===== src/rtl/ahb2apb_bridge.sv =====
`default_nettype none
// ============================================================================
// Module      : ahb2apb_bridge
// Description : AHB-Lite slave to AMBA2 APB bridge; one SETUP+ENABLE access
//               per AHB NONSEQ/SEQ transfer, with wait states on HREADYout.
// Revision    : 1.0 - initial release
// ============================================================================
module ahb2apb_bridge #(
  parameter int                    ADDR_WIDTH  = 32,
  parameter int                    DATA_WIDTH  = 32,
  parameter int                    NUM_SLAVES  = 4,
  parameter logic [ADDR_WIDTH-1:0] BASE_ADDR   = 32'h8000_0000,
  parameter int                    REGION_LOG2 = 26
) (
  input  logic                  clock,
  input  logic                  HRESET,
  input  logic                  HSELAPBif,
  input  logic                  HREADYin,
  input  logic [1:0]            HTRANS,
  input  logic                  HWRITE,
  input  logic [ADDR_WIDTH-1:0] HADDR,
  input  logic [2:0]            HSIZE,
  input  logic [2:0]            HBURST,
  input  logic [DATA_WIDTH-1:0] HWDATA,
  output logic [DATA_WIDTH-1:0] HRDATA,
  output logic                  HREADYout,
  output logic [1:0]            HRESP,
  output logic [NUM_SLAVES-1:0] PSEL,
  output logic                  PENABLE,
  output logic                  PWRITE,
  output logic [ADDR_WIDTH-1:0] PADDR,
  output logic [DATA_WIDTH-1:0] PWDATA,
  input  logic [DATA_WIDTH-1:0] PRDATA
);

  localparam int c_idx_w = (NUM_SLAVES > 1) ? $clog2(NUM_SLAVES) : 1;
  // One extra bit so the span of the full map never overflows the compare.
  localparam logic [ADDR_WIDTH:0] c_span = (ADDR_WIDTH+1)'(NUM_SLAVES) << REGION_LOG2;

  typedef enum logic [1:0] {
    S_IDLE   = 2'd0,
    S_WWAIT  = 2'd1,
    S_SETUP  = 2'd2,
    S_ENABLE = 2'd3
  } state_t;

  state_t                  r_state;
  logic [NUM_SLAVES-1:0]   r_psel;
  logic                    r_penable;
  logic                    r_hready;
  logic                    r_pwrite;
  logic [ADDR_WIDTH-1:0]   r_paddr;
  logic [DATA_WIDTH-1:0]   r_pwdata;
  logic [c_idx_w-1:0]      r_idx;

  logic [ADDR_WIDTH-1:0]   w_offset;
  logic                    w_in_map;
  logic                    w_valid;
  logic [c_idx_w-1:0]      w_idx;
  logic                    w_unused;

  function automatic logic [NUM_SLAVES-1:0] f_onehot(input logic [c_idx_w-1:0] idx);
    return NUM_SLAVES'(1) << idx;
  endfunction

  assign w_offset = HADDR - BASE_ADDR;
  assign w_in_map = (HADDR >= BASE_ADDR) && ({1'b0, w_offset} < c_span);
  assign w_valid  = HSELAPBif & HREADYin & HTRANS[1] & w_in_map;
  assign w_idx    = c_idx_w'(w_offset >> REGION_LOG2);

  // Transfer size and burst type carry no meaning on APB; every access is a word.
  assign w_unused = ^{HSIZE, HBURST, HTRANS[0]};

  always_ff @(posedge clock or posedge HRESET) begin
    if (HRESET) begin
      r_state   <= S_IDLE;
      r_psel    <= '0;
      r_penable <= 1'b0;
      r_hready  <= 1'b1;
      r_pwrite  <= 1'b0;
      r_paddr   <= '0;
      r_pwdata  <= '0;
      r_idx     <= '0;
    end else begin
      case (r_state)
        S_IDLE, S_ENABLE: begin
          if (w_valid) begin
            r_paddr   <= HADDR;
            r_pwrite  <= HWRITE;
            r_idx     <= w_idx;
            r_penable <= 1'b0;
            r_hready  <= 1'b0;
            if (HWRITE) begin
              r_state <= S_WWAIT;
              r_psel  <= '0;
            end else begin
              r_state <= S_SETUP;
              r_psel  <= f_onehot(w_idx);
            end
          end else begin
            r_state   <= S_IDLE;
            r_psel    <= '0;
            r_penable <= 1'b0;
            r_hready  <= 1'b1;
          end
        end
        S_WWAIT: begin
          // Write data is only valid in the AHB data phase, one cycle after the address.
          r_pwdata  <= HWDATA;
          r_state   <= S_SETUP;
          r_psel    <= f_onehot(r_idx);
          r_penable <= 1'b0;
          r_hready  <= 1'b0;
        end
        S_SETUP: begin
          r_state   <= S_ENABLE;
          r_penable <= 1'b1;
          r_hready  <= 1'b1;
        end
        default: begin
          r_state   <= S_IDLE;
          r_psel    <= '0;
          r_penable <= 1'b0;
          r_hready  <= 1'b1;
        end
      endcase
    end
  end

  assign PSEL      = r_psel;
  assign PENABLE   = r_penable;
  assign PWRITE    = r_pwrite;
  assign PADDR     = r_paddr;
  assign PWDATA    = r_pwdata;
  assign HREADYout = r_hready;
  assign HRESP     = 2'b00;
  assign HRDATA    = ((r_state == S_ENABLE) && !r_pwrite) ? PRDATA : '0;

endmodule
`default_nettype wire


===== config.mk =====
export PLATFORM = sky130hd
export DESIGN_NAME = ahb2apb_bridge
export DESIGN_NICKNAME = d
export VERILOG_FILES = /design/src/rtl/ahb2apb_bridge.sv
export SDC_FILE = /design/constraint.sdc
export NUM_CORES = 1
export LEC_CHECK = 0
export CORE_ASPECT_RATIO = 0.6
export CORE_MARGIN = 4
export CORE_UTILIZATION = 35
export CTS_CLUSTER_SIZE = 25
export DETAILED_ROUTE_END_ITERATION = 16
export GPL_TIMING_DRIVEN = 0
export PLACE_DENSITY_LB_ADDON = 0.2
export SYNTH_ARGS = -nofsm -noshare
export SYNTH_HDL_FRONTEND = slang
export SYNTH_SLANG_ARGS = --single-unit

===== constraint.sdc =====
create_clock -name clock -period 6.5 [get_ports clock]
set_input_delay 1.95 -clock clock [delete_from_list [all_inputs] [get_ports clock]]
set_output_delay 1.95 -clock clock [all_outputs]
set_load 0.02 [all_outputs]

==> impl_metrics.toml <==
[run_status]
outcome = "finished, final reports clean"

[synthesis]
syn-cell-area_um2 = 3176
ys_seq_area_share_pct = 57.57
synth_top_family_by_area = "multiplexers"
syn_area_per_cell_um2 = 14.37
synth_warnings = 0
muxShareOfSynthArea_pct = 24.47
synth_compound_area_share_pct = 2.364
synth_edf_count = 0
yosys.area_share.adder_pct = 1.576
synth_seq_cells = 73
syn_inst = 221
synth-xor-area-share_pct = 0
async_flop_share_pct = 100.0
synth-simple-area-share_pct = 10.56
synthFlopType = "dfrtp_1"
ys_types = 30

[route]
wl_mm = 9.257
wl_per_cell_um = 16.68
dr.pass1.iters = 4
drcViolationCount = 0
num_vias = 2506
viasPerCell = 4.515
ant_nets = 0
drt_iter0_drc = 47

[clock_tree]
clk_latency_ps = 330
tritoncts = "yes"
postCtsSetupBuffers = 0
cts-htree-levels = 3
cts.reportedPaths.clkPinSlew_ps = 60
cts_resized = 0
hold_buffers = 0
cts_made_buffers = 9
cts_max_path_buffers = 2
clockRootBuffer = "clkbuf_16"
cts_sinks = 73

[sta]
setup_viol = 0
period_needed_ps = 5101
finClkSkew_ps = 7.438
max_freq_mhz = 196.1
hold_slack_ps = 490.0
rsz0062_at_grt = "no"
hold_viol = 0
fin_crit_sh_pct = 78.47
fin_setup_tns_ps = 0
finalMaxSlewViolations = 0

[floorplan]
initial_utilization_pct = 36.56
core_um2 = 8686
die_area_um2 = 10710
placementRows = 26
ioPinCount = 214
die_y_um = 81.78
die_w_um = 131.0

[critical_path]
crit_path_end_kind = "primary output"
cp_max_fo = 1
worstSetupPathType = "input port to primary output"
worstPathRequired_ps = 4550
start_kind = "input port"
worstPathArrival_ps = 3150

[flow_run]
maxCapViolations = 0

[global_route]
grt_util_all_layers_pct = 16.84
grt_max_degree = 73
grt_pass1_vias = 2699
grt.overflow.total = 0
grt_first_pass_wirelength_mm = 13.68
antenna_found_initial = 0

[placed_design]
port_buffers = 204
dp_hpwl_mm = 7.183
gp_congestion = 0.7432
place_area_um2 = 5391

[cells_and_area]
n_antenna_cell = 0
drive_gt1_share_pct = 20.54
fin_area_um2 = 5720
finalNetCount = 551
area_growth_syn_to_layout_pct = 80.14

[power_and_ir_drop]
p_per_area_nw_per_um2 = 388.3
vdd.ir_drop.worst_v = 0.0002053
cellLeakagePower_nw = 2.526

[worst_hold_path]
hp-class = "flop to flop"
[cells by family after synthesis]
group,Yosys count
AOI/OAI and AO/OA,11
DFF,73
other,1
muxes,61
buffers and inverters,19
adders and majority gates,4
and+or+nand+nor,52
[worst max-delay path, cell delays in order]
cell and delay [ps]:
clkdlybuf4s50_1 460, and2_1 130, clkdlybuf4s50_1 600
[sequential cells by signal (all words and copies together) (netlist names)]
| name | cells |
|---|---|
| PADDR | 32 |
| PWDATA | 32 |
| PSEL | 4 |
| r_state | 2 |
| HREADYout | 1 |
| PENABLE | 1 |
| PWRITE | 1 |
[cell usage after synthesis (3+ instances only)]
master | n | share of area [%]
and2_1 | 35 | 6.9
inv_1 | 7 | 0.83
buf_2 | 4 | 0.63
mux2_4 | 24 | 11
nor2_1 | 4 | 0.47
buf_6 | 3 | 1.1
dfrtp_1 | 72 | 57
clkbuf_1 | 3 | 0.35
o21ai_0 | 3 | 0.47
mux2_2 | 37 | 13
ha_1 | 4 | 1.6
[layout make-up]
type	instances	area, µm²
fillers	670	2965
repair buffers	205	2069
flip-flops and latches	73	1828
multi-input cells	130	1245
clock buffers	10	239.0
well taps	112	140.1
clock inverters	6	90.09
plain buffers	12	80.08
inverters	7	28.78
[where the power goes]
part	switching (mW)	total, mW	internal [mW]
logic	0.450	0.983	0.534
registers	0.0843	0.698	0.614
clock network	0.192	0.540	0.348
[cell usage in the layout, fill, tap and decap left out, types with 4 or more instances in the layout]
cell type / count
clkbuf_16: 9
buf_2: 4
mux2_4: 24
clkdlybuf4s50_1: 204
and2_1: 35
ha_1: 4
inv_1: 6
nor2_1: 4
mux2_2: 37
dfrtp_1: 72
[per-stage QoR]
stage	util, %	power, mW	cells	worst slack (ps)
2_1_floorplan	-	1.199	222	2390
3_3_place_gp	61.73	1.670	538	1388
3_5_place_dp	62.07	1.697	539	1393
4_1_cts	65.86	2.249	555	1387
5_1_grt	65.86	2.337	555	1361
6_report	65.86	2.221	555	1399
[worst paths after layout]
path / start / end / slack [ps] / cells after the start
worst max-delay path: PRDATA[0] / HRDATA[0] / 1400 / 3
worst min-delay path: PADDR[30] / PADDR[30] / 490 / 1
worst max register to register: r_state[0] / PADDR[17] / 4840 / 5
worst min register to register: PADDR[30] / PADDR[30] / 490 / 1
max in group asynchronous: HRESET / HREADYout / 4120 / 3
min in group asynchronous: HRESET / PWDATA[13] / 1830 / 2
[per-layer routing]
metal | vias up | GRT usage (%) | routed length [µm]
met3 | 12 | 8.837 | 1043
met4 | 0 | 4.928 | 99
met2 | 118 | 28.34 | 4479
li1 | 1180 | - | -
met5 | - | 0 | 0
met1 | 1196 | 18.73 | 3635
Power figures use the tool's default switching activity.
==> RTL change, RTL diff (config.mk and constraints unchanged) <==
`REGION_LOG2`: 26 -> 13.
--- a/src/rtl/ahb2apb_bridge.sv
+++ b/src/rtl/ahb2apb_bridge.sv
@@ -11,5 +11,5 @@
   parameter int                    NUM_SLAVES  = 4,
   parameter logic [ADDR_WIDTH-1:0] BASE_ADDR   = 32'h8000_0000,
-  parameter int                    REGION_LOG2 = 26
+  parameter int                    REGION_LOG2 = 13
 ) (
   input  logic                  clock,
Function: changed (a bounded check fails within 4 cycles, from zero or initial values and one cycle with HRESET high).
==> RTL change against the original RTL <==
Sequential cell count unchanged; routed wire length is 5.2% lower; synthesized cell count grew 1.4%; area after synthesis decreased by 2.8%; sequential share of layout area rose by 0.59 points; cell area fell by 1.8%; worst setup slack worse by 0.012 ns; critical path type unchanged.
Power is not compared: it rests on default switching activity, and its combinational part moved more than twofold at a synthesized area within 25%.
==> RTL change: results (changes against the original RTL) <==
| Metric | Value |
|---|---|
| Status | `finished clean` |
| Hold WC Path Type | `reg2reg` |
| LEAKAGE | `2.536 nW` |
| Vias in the first global route | `2603 (-3.6%)` |
| Final clock skew | `0.006258 ns (-0.001180 ns)` |
| Final nets | `554 (+0.54%)` |
| Via count | `2476 (-1.2%)` |
| Post-synth ARST share | `100.0% (unchanged)` |
| Worst R2R End | `PWDATA[14]` |
| Cell variety after synth | `33 (+10%)` |
| # Post-CTS Setup Buffers | `0 (unchanged)` |
| Total Wirelength | `8775 microns (-5.2%)` |
| Synth area leaders | `dfrtp_1, mux2_2, and2_1` |
| Slowest cell on crit path | `clkdlybuf4s50_1` |
| Worst skew pair latency | `0.33 ns (about the same)` |
| Layout Cells excl Fill | `558 (+0.54%)` |
| Yosys warning count | `0 (unchanged)` |
| Slew @ Worst Pin | `0.7337 ns` |
| Syn Area/Cell | `13.77 sq um (-4.1%)` |
| Sequential fraction of the synthesis area | `59.25% (+1.7 points)` |
| Maximum fanout along the worst path | `1 (unchanged)` |
| R2R cell count | `5 (unchanged)` |
| H-tree depth | `3 (unchanged)` |
| Worst setup slack after placement | `1.400 ns (+0.006820 ns)` |
| Worst Setup SP | `PRDATA[12]` |
| Worst path top cell family by delay | `buffers and inverters` |
| Dpl cells | `542 (+0.56%)` |
| R2R Setup Slk | `4.44 ns (-0.40 ns)` |
| RePlAce Congestion | `0.8001 (+7.7%)` |
| First-pass GRT wire length | `13550 microns (-0.91%)` |
| CTS Buf Count | `9 (unchanged)` |
| # port buffers | `204 (unchanged)` |
| Diode count | `0 (unchanged)` |
| Root Driver | `clkbuf_16` |
| Placed cell areas | `0.005294 sq mm (-1.8%)` |
| Detail Placement HPWL | `6873 microns (-4.3%)` |
| Clock tree buffer depth | `2 (unchanged)` |
| Clk pin slew, worst setup/hold paths | `0.06 ns (about the same)` |
| NetSw | `0.0001990 W` |
| Crit-path max cell delay | `0.63 ns (+0.03 ns)` |
| Largest net degree at the start of global routing | `39 (-47%)` |
| Crit path capture | `HRDATA[12]` |
| Tcrit/Tclk final | `78.65% (+0.18 points)` |
| Initial antenna violation count | `0 (unchanged)` |
| Critical path arrival | `3.16 ns (about the same)` |
| Initial DRC Count | `60 (+28%)` |
| Top cells by count, synth | `dfrtp_1, and2_1, mux2_2` |
| Drt pass-1 iters | `4 (unchanged)` |
| Share of post-route cells with drive strength above 1 | `16.37% (-4.2 points)` |
| Peak VDD IR | `0.1722 mV` |
| R2r startpoint | `r_state[1]` |
| Post-CTS sizing | `0 (unchanged)` |
| GRT Resource Usage Total | `16.68% (-0.15 points)` |
RTL change: layout make-up:
class	instances	area, sq um
plain buffers	13	71.32
well taps	112	140.1
inverters	6	25.02
clock buffers	12	246.5
clock inverters	4	76.32
flip-flops and latches	73	1828
fillers	674	2939
multi-input cells	133	1167
repair buffers	205	2062
RTL change: cell families (layout without fill, tap and decap cells):
logic type | after synthesis | count (layout) | synth area share (%)
DFF | 73 | 73 | 59.25
muxes | 48 | 48 | 18.86
buffers and inverters | 19 | 240 | 3.041
other | 1 | 2 | 0.1215
adders and majority gates | 4 | 4 | 1.622
and+or+nand+nor | 69 | 69 | 15.13
AOI/OAI and AO/OA | 10 | 10 | 1.987
RTL change: power groups by stage:
stage	clock, W	sequential (W)	combinational, W
5_1_grt	0.000561	0.000454	0.0000817
4_1_cts	0.000540	0.000455	0.0000770
2_1_floorplan	0	0.000463	0.0000114
3_3_place_gp	0	0.000463	0.0000734
6_report	0.000526	0.000455	0.0000759
3_5_place_dp	0	0.000463	0.0000764
RTL change: routing by layer:
layer	vias to the layer above	share of wire (%)	routed length (microns)	track usage, %
li1	1181	-	-	-
met1	1176	41	3575	21.05
met2	109	46	4019	25.15
met3	10	12	1085	8.804
met4	0	1.1	95	4.717
met5	-	0	0	0
RTL change: worst min-delay path by stage:
stage | slack, ns | cells past startpoint | to | start
2_1_floorplan | 0.58 | 1 | PADDR[31] | PADDR[31]
3_3_place_gp | 0.45 | 1 | PADDR[31] | PADDR[31]
3_5_place_dp | 0.47 | 1 | PADDR[16] | PADDR[16]
4_1_cts | 0.49 | 1 | PADDR[31] | PADDR[31]
5_1_grt | 0.50 | 1 | PADDR[31] | PADDR[31]
6_report | 0.48 | 1 | PADDR[31] | PADDR[31]
